===== src/rtl/logic_unit_if.sv =====
// Stream bundle for logic_unit_pipe: producer-side operation stream,
// consumer-side result stream, plus accumulator/counter observation.
interface logic_unit_if #(
    parameter int WIDTH = 8,
    parameter int CNT_W = 16
);
    logic             in_valid;
    logic             in_ready;
    logic [WIDTH-1:0] in_a;
    logic [WIDTH-1:0] in_b;
    logic [2:0]       in_op;
    logic             in_acc;
    logic             acc_clr;
    logic             out_valid;
    logic             out_ready;
    logic [WIDTH-1:0] out_data;
    logic             out_zero;
    logic             out_parity;
    logic [WIDTH-1:0] acc_q;
    logic [CNT_W-1:0] op_count;

    // Driving side: the producer/consumer environment around the block.
    modport master (
        output in_valid, in_a, in_b, in_op, in_acc, acc_clr, out_ready,
        input  in_ready, out_valid, out_data, out_zero, out_parity, acc_q, op_count
    );

    // The logic unit itself.
    modport slave (
        input  in_valid, in_a, in_b, in_op, in_acc, acc_clr, out_ready,
        output in_ready, out_valid, out_data, out_zero, out_parity, acc_q, op_count
    );
endinterface


===== src/rtl/logic_unit_pipe.sv =====
// Registered bitwise logic unit with valid/ready on both sides, an optional
// accumulator operand, zero/parity flags and an accepted-transaction counter.
module logic_unit_pipe #(
    parameter int WIDTH = 8,
    parameter int CNT_W = 16
) (
    input  logic         clk,
    input  logic         rst_n,
    logic_unit_if.slave  bus
);
    typedef enum logic [2:0] {
        OP_AND    = 3'd0,
        OP_OR     = 3'd1,
        OP_NOT    = 3'd2,
        OP_NAND   = 3'd3,
        OP_NOR    = 3'd4,
        OP_XOR    = 3'd5,
        OP_XNOR   = 3'd6,
        OP_PASS_B = 3'd7
    } op_e;

    logic             out_valid;
    logic [WIDTH-1:0] out_data;
    logic             out_zero;
    logic             out_parity;
    logic [WIDTH-1:0] acc_q;
    logic [CNT_W-1:0] op_count;

    logic             in_ready;
    logic             accept;
    logic             transfer;
    logic [WIDTH-1:0] a_eff;
    logic [WIDTH-1:0] res;

    // Single output register: a new operation may enter whenever the
    // current result leaves in the same cycle.
    assign in_ready = !out_valid || bus.out_ready;
    assign accept   = bus.in_valid && in_ready;
    assign transfer = out_valid && bus.out_ready;

    always_comb begin
        // NOTE: every always_comb output gets a default first so no path
        // leaves it unassigned and infers a latch.
        a_eff = bus.in_a;
        res   = '0;
        if (bus.in_acc) begin
            a_eff = bus.acc_clr ? '0 : acc_q;
        end
        unique case (op_e'(bus.in_op))
            OP_AND:    res = a_eff & bus.in_b;
            OP_OR:     res = a_eff | bus.in_b;
            OP_NOT:    res = ~a_eff;
            OP_NAND:   res = ~(a_eff & bus.in_b);
            OP_NOR:    res = ~(a_eff | bus.in_b);
            OP_XOR:    res = a_eff ^ bus.in_b;
            OP_XNOR:   res = ~(a_eff ^ bus.in_b);
            OP_PASS_B: res = bus.in_b;
            default:   res = '0;
        endcase
    end

    // NOTE: sequential state uses non-blocking assignments so every register
    // samples pre-edge values regardless of statement order.
    always_ff @(posedge clk or negedge rst_n) begin
        if (!rst_n) begin
            out_valid  <= 1'b0;
            out_data   <= '0;
            out_zero   <= 1'b0;
            out_parity <= 1'b0;
            op_count   <= '0;
        end else if (accept) begin
            out_valid  <= 1'b1;
            out_data   <= res;
            out_zero   <= (res == '0);
            out_parity <= ^res;
            op_count   <= op_count + 1'b1;
        end else if (transfer) begin
            out_valid  <= 1'b0;
        end
    end

    // The accumulator ignores backpressure: a clear lands even while stalled.
    always_ff @(posedge clk or negedge rst_n) begin
        if (!rst_n) begin
            acc_q <= '0;
        end else if (accept && bus.in_acc) begin
            acc_q <= res;
        end else if (bus.acc_clr) begin
            acc_q <= '0;
        end
    end

    assign bus.in_ready   = in_ready;
    assign bus.out_valid  = out_valid;
    assign bus.out_data   = out_data;
    assign bus.out_zero   = out_zero;
    assign bus.out_parity = out_parity;
    assign bus.acc_q      = acc_q;
    assign bus.op_count   = op_count;
endmodule

===== src/flat_wrapper.sv =====
// flat-port wrapper written by rule: the top's interface ports become plain ports
module logic_unit_pipe_flat 
#(
    parameter int WIDTH = 8,
    parameter int CNT_W = 16
)
  (clk, rst_n, bus_in_valid, bus_in_a, bus_in_b, bus_in_op, bus_in_acc, bus_acc_clr, bus_out_ready, bus_in_ready, bus_out_valid, bus_out_data, bus_out_zero, bus_out_parity, bus_acc_q, bus_op_count);
  logic_unit_if #(.WIDTH(WIDTH), .CNT_W(CNT_W)) bus_i ();
  input  logic clk;
  input  logic rst_n;
  input wire logic [$bits(bus_i.in_valid)-1:0] bus_in_valid;
  input wire logic [$bits(bus_i.in_a)-1:0] bus_in_a;
  input wire logic [$bits(bus_i.in_b)-1:0] bus_in_b;
  input wire logic [$bits(bus_i.in_op)-1:0] bus_in_op;
  input wire logic [$bits(bus_i.in_acc)-1:0] bus_in_acc;
  input wire logic [$bits(bus_i.acc_clr)-1:0] bus_acc_clr;
  input wire logic [$bits(bus_i.out_ready)-1:0] bus_out_ready;
  output wire logic [$bits(bus_i.in_ready)-1:0] bus_in_ready;
  output wire logic [$bits(bus_i.out_valid)-1:0] bus_out_valid;
  output wire logic [$bits(bus_i.out_data)-1:0] bus_out_data;
  output wire logic [$bits(bus_i.out_zero)-1:0] bus_out_zero;
  output wire logic [$bits(bus_i.out_parity)-1:0] bus_out_parity;
  output wire logic [$bits(bus_i.acc_q)-1:0] bus_acc_q;
  output wire logic [$bits(bus_i.op_count)-1:0] bus_op_count;
  assign bus_i.in_valid = bus_in_valid;
  assign bus_i.in_a = bus_in_a;
  assign bus_i.in_b = bus_in_b;
  assign bus_i.in_op = bus_in_op;
  assign bus_i.in_acc = bus_in_acc;
  assign bus_i.acc_clr = bus_acc_clr;
  assign bus_i.out_ready = bus_out_ready;
  assign bus_in_ready = bus_i.in_ready;
  assign bus_out_valid = bus_i.out_valid;
  assign bus_out_data = bus_i.out_data;
  assign bus_out_zero = bus_i.out_zero;
  assign bus_out_parity = bus_i.out_parity;
  assign bus_acc_q = bus_i.acc_q;
  assign bus_op_count = bus_i.op_count;
  logic_unit_pipe #(.WIDTH(WIDTH), .CNT_W(CNT_W)) u_core (.clk(clk), .rst_n(rst_n), .bus(bus_i));
endmodule

===== config.mk =====
export PLATFORM = sky130hd
export DESIGN_NAME = logic_unit_pipe_flat
export DESIGN_NICKNAME = d
export VERILOG_FILES = /design/src/rtl/logic_unit_if.sv /design/src/rtl/logic_unit_pipe.sv /design/src/flat_wrapper.sv
export SDC_FILE = /design/constraint.sdc
export NUM_CORES = 1
export LEC_CHECK = 0
export ABC_CLOCK_PERIOD_IN_PS = 2560
export CORE_ASPECT_RATIO = 1.5
export CORE_MARGIN = 10
export CORE_UTILIZATION = 47
export CTS_BUF_LIST = sky130_fd_sc_hd__clkbuf_4 sky130_fd_sc_hd__clkbuf_8
export DETAILED_ROUTE_END_ITERATION = 8
export PLACE_DENSITY = 0.88
export REMOVE_ABC_BUFFERS = 1
export SYNTH_ARGS = -nofsm -noshare
export SYNTH_HDL_FRONTEND = slang
export SYNTH_SLANG_ARGS = --single-unit

===== constraint.sdc =====
create_clock -name clk -period 2.56 [get_ports clk]
set_clock_uncertainty 0.2 [all_clocks]
set_input_delay 0.512 -clock clk [delete_from_list [all_inputs] [get_ports clk]]
set_output_delay 0.512 -clock clk [all_outputs]
set_load 0.02 [all_outputs]

; ---- Yosys cells after proc, flatten, opt, wreduce, memory -nomap -nowiden
; Index checks and enable logic that the tools add are counted.
[classes]
n_reduce_logical = 9
bitwise_logic = 7
eq_ne = 7
n_addsub = 1
mux = 6
[ops]
columns = op, n
row1 = $pmux 8 s8, 1
row2 = $not 8->8, 4
row3 = $mux 8, 3
row4 = $add 16x1->16 const B, 1
row5 = $eq 3x3->1 const B, 4
row6 = $and 8x8->8, 1
row7 = $logic_not 8->1, 1
row8 = $or 8x8->8, 1
row9 = $reduce_xor 8->1, 1
row10 = $xor 8x8->8, 1
row11 = $eq 3x2->1 const B, 2
row12 = $eq 3x1->1 const B, 1
row13 = $logic_and 1x1->1, 3
row14 = $logic_not 3->1, 1
row15 = $mux 1, 2
row16 = $reduce_bool 2->1, 1
row17 = $logic_not 1->1, 1
row18 = $logic_or 1x1->1, 1
[totals]
output_inout_bits = 36
elab_cells = 36
ff_bits = 35
inputBits = 25

; ---- Longest topological paths before layout
[logic_depth]
word_depth = 6
ltp_mapped = 13
depth_no_buf = 12

; ---- Worst setup path before layout
; Ideal clock, no wire load.
[synth_path]
path_kind = input to register
from = in bus_in_acc
to = reg u_core.out_parity (netlist: u_core.bus.out_parity)
stages = 12
setup_time_ps = 129
required_time_ps = 2231
slack_ps = -510
t_arrival_ps = 2741
n_path_buf = 1
cell_sequence = buf_2 nand2b_1 nand2_1 inv_1 ha_1 or3b_1 a32o_1 a41o_1 ha_1 xnor2_1 xnor2_1 o21ai_0
[synth_between]
elab_chain_len = 5
elab_cells_between_ends = 10
classes_between = mux: 2 / bitwise: 7 / reduce/logical: 1
[synth_lines]
columns = item, line
row1 = from (decl), flat_wrapper.sv:15  ; input wire logic [$bits(bus_i.in_acc)-1:0] bus_in_acc;
row2 = $mux 8 *, logic_unit_pipe.sv:46  ; if (bus.in_acc) begin
row3 = "$xor 8x8->8, or another cell as far along", "logic_unit_pipe.sv:55, logic_unit_pipe.sv:56"
row4 = $not 8->8 (on tied branches), "logic_unit_pipe.sv:56, logic_unit_pipe.sv:53, logic_unit_pipe.sv:54"
row5 = $pmux 8 s8 *, logic_unit_pipe.sv:49  ; unique case (op_e'(bus.in_op))
row6 = $reduce_xor 8->1 *, logic_unit_pipe.sv:75  ; out_parity <= ^res;
row7 = to (signal assigned), logic_unit_pipe.sv:75
row8 = to (decl), logic_unit_pipe.sv:25  ; logic out_parity;
; Mark *: on every way between the ends. The rest lies on a longest branch, timed or not.
; A chain may end at the register's enable or synchronous reset.

; ---- Worst setup path after layout
[layout_path]
from = in bus_acc_clr
to = reg u_core.out_parity (netlist: u_core.bus.out_parity)
[layout_between]
elab_chain_len = 6
elab_cells_between_ends = 11
classes_between = mux: 3 / bitwise: 7 / reduce/logical: 1
[layout_lines]
columns = item, line
row1 = from (decl), flat_wrapper.sv:16  ; input wire logic [$bits(bus_i.acc_clr)-1:0] bus_acc_clr;
row2 = $mux 8 *, n/a
row3 = $mux 8 *, logic_unit_pipe.sv:46
row4 = "$xor 8x8->8, or another cell as far along", "logic_unit_pipe.sv:55, logic_unit_pipe.sv:56"
row5 = $not 8->8 (on tied branches), "logic_unit_pipe.sv:56, logic_unit_pipe.sv:53, logic_unit_pipe.sv:54"
row6 = $pmux 8 s8 *, logic_unit_pipe.sv:49
row7 = $reduce_xor 8->1 *, logic_unit_pipe.sv:75
; Marked as above.

==> results_dict.tcl <==
set metrics [dict create \
    status "finished with violations" \
    violations "negative setup slack" \
    startpoint "bus_acc_clr" \
    grt_pass1_wl_um 14200 \
    multi_input_area_um2 1820 \
    rsz0062_at_grt "yes" \
    synth.mux.area_fraction_pct 8.33 \
    syn-instance-count 271 \
    portBuffers 60 \
    seq_area_um2 876 \
    fin_area_um2 4270 \
    final_cell_mix "76 x buf_4, 50 x clkdlybuf4s50_1, 35 x dfrtp_1" \
    crit_arrival_ns 2.87 \
    ir_drop_mv 0.351 \
    antenna_found_initial 0 \
    min_period_ns 2.89 \
    r2r_end "u_core.bus.out_parity" \
    ys_seq_area_share_pct 34.3 \
    die_x_um 80.2 \
    cp_slowest_stage_delay_ns 0.36 \
    ys_seq_elements 35 \
    power.density_nw_per_um2 524 \
    tightest_slew_ns 0.563 \
    gp_congestion 0.858 \
    fp.dieH_um 110 \
    crit_type "in2reg" \
    placed_area_um2 3670 \
    synthAdderAreaFrac_pct 10.3 \
    min_period_over_period_pct 113 \
    async_reset_ff_share_pct 100 \
    seqPwrFrac_pct 32.8 \
    ys.flop_type "dfrtp_1" \
    cts_made_buffers 5 \
    final_common_cell "buf_4" \
    r2r_slack_ns -0.30 \
    ctsHoldBuffers 0 \
    hold_viol 0 \
    synth_top_family_by_area "simple AND/OR/NAND/NOR gates" \
    crit_family "simple AND/OR/NAND/NOR gates" \
    yosysWarnings 0 \
    viasPerCell 5.85 \
    num_rows 32 \
    synth_edf_count 0 \
    clk_pin_slew_ns 0.07 \
    insertion_delay_ns 0.29 \
    final_cells 474 \
    track_usage_pct 20.5 \
    drt_pass1_iterations 5 \
    path_depth 13 \
    swShare_pct 35.7 \
    combinationalPowerShare_pct 48.7 \
    cpMaxStageDelayCell "or3b_1" \
    netlist_area_um2 2550 \
    htreeDepth 2 \
    synthTopCellsByArea "dfrtp_1 34%, ha_1 10%, xnor2_1 5.8%, mux2_2 4.4%, mux2i_1 3.9%" \
    initial_core_util_pct 49.1 \
    drv_slew 0 \
    yosys.area.top_type "dfrtp_1" \
    crit_chain "buf_8, buf_6, nand3b_1, nand2_1, inv_1, ha_1, or3b_1, a32o_1, a41o_1, ha_4, xnor2_4, xnor2_2, o21ai_2" \
    p_clk_share_pct 18.5 \
    io_pins 61 \
    drtIter0Drc 261 \
    ant_nets 0 \
    endpoint "u_core.bus.out_parity" \
    worstSetupEndpointType "register" \
    fin_nets 452 \
    p_switching_mw 0.799 \
    yosys.area_share.simple_pct 22.8 \
    slew_headroom_pct 62.4 \
    worstRegToRegCells 11 \
    cts_root_buf "clkbuf_8" \
    p_leak_nw 1.99 \
    clk_path_buf_depth 2 \
    vias 2775 \
    finalWirelength_um 9670 \
    cts_tree "built" \
    fmax_mhz 346 \
    wl_per_cell_um 20.4 \
    yosysUniqueCellTypes 45 \
    path_buf_inv 3 \
    first_global_vias 2864 \
    worst_slack_ns -0.327 \
    postSynthAreaPerCell_um2 9.43 \
    r2r-start "u_core.bus.acc_q[1]" \
    setup_viol 2 \
    drv_cap 0 \
    crit_fanout 3 \
    cp-start-kind "primary input" \
    place_hpwl_um 5740 \
    grt_max_degree 36 \
    area_growth_pct 67.2 \
    insertedDiodeCount 0 \
    drc_errors 0 \
    n_fill_cell 265 \
    cts_sinks 35 \
    grt_overflow 0 \
    drive_gt1_share_pct 37.4 \
    dieArea_um2 8850 \
    hold_class "reg2reg" \
    critPathRequiredTime_ns 2.55 \
    synth.top_cell.area_share_pct 34.3 \
    core_area_um2 5200 \
    synthXorXnorAreaFrac_pct 6.17 \
    synth_compound_area_share_pct 11.9 \
    dp_cells 443 \
    p_int_mw 1.44 \
]
repair_timing:
action,CTS,global route
gates resized for setup,51,34
endpoints found under the setup margin,16,11
setup buffers,20,5
pin swaps,25,21
gates cloned,2,0
state kept, by name, indices dropped and copies added (netlist names):
signal                 flops
u_core.bus.out_valid       1
u_core.bus.out_parity      1
u_core.bus.acc_q           8
u_core.bus.out_data        8
u_core.bus.op_count       16
u_core.bus.out_zero        1
worst min-delay path by stage:
stage	from	endpoint	cells past startpoint
floorplan	rst_n	u_core.bus.acc_q[0]	0
finish	u_core.bus.op_count[15]	u_core.bus.op_count[15]	1
detailed placement	u_core.bus.op_count[15]	u_core.bus.op_count[15]	1
CTS	u_core.bus.op_count[15]	u_core.bus.op_count[15]	1
global placement	u_core.bus.op_count[15]	u_core.bus.op_count[15]	1
global route	u_core.bus.op_count[15]	u_core.bus.op_count[15]	1
through the flow:
stage / power (mW) / util (%) / hold slack, ns / setup TNS (ns) / setup slack [ns]
final: 2.24 / 82.1 / 0.286 / -0.370 / -0.327
after global routing: 2.33 / 82.1 / 0.298 / -0.685 / -0.371
after CTS: 2.07 / 78.1 / 0.293 / -0.293 / -0.293
after detailed placement: 1.59 / 70.5 / 0.279 / -9.26 / -1.08
after global placement: 1.55 / 70.5 / 0.262 / -7.69 / -0.973
after floorplan: 1.13 / - / 0.0164 / -0.374 / -0.363
final cells by class:
cell class | count | area share (%)
clock buffers | 6 | 1.93
repair buffers | 147 | 31.4
multi-input cells | 199 | 42.5
clock inverters | 1 | 0.117
flip-flops and latches | 35 | 20.5
inverters | 18 | 1.58
well taps | 68 | 1.99
routing by layer:
metal	vias up	GRT usage [%]	share of wire, %
li1	1229	-	-
met1	1352	20.4	35
met2	148	35.7	52
met3	46	4.38	7.6
met4	0	16.7	5.2
met5	-	0	0
cells in the mapped netlist, drive strengths merged (3+ instances only):
cell	n
dfrtp	35
inv	18
and4	3
a31oi	3
o21ai	7
nor2	12
o31ai	9
nand3b	10
ha	21
mux2	10
xnor2	17
a221oi	5
nand4	5
nand2	23
buf	12
clkbuf	7
mux2i	10
nand3	8
nor2b	9
or2	4
nand2b	10
and3	5
nor4bb	3
cells by family after synthesis:
group,Yosys count
AND/OR/NAND/NOR,101
AO/OA/AOI/OAI,39
buffers and inverters,37
multiplexers,20
flip-flops,35
adder cells (fa/ha/maj),21
XOR/XNOR,18
power by group through the flow:
stage	Clock (mW)	Sequential, mW	Combinational (mW)
5_1_grt	0.440	0.742	1.15
4_1_cts	0.402	0.733	0.936
6_report	0.413	0.735	1.09
3_3_place_gp	0	0.734	0.818
2_1_floorplan	0	0.836	0.290
3_5_place_dp	0	0.740	0.847
(Power assumes the default switching activity.)
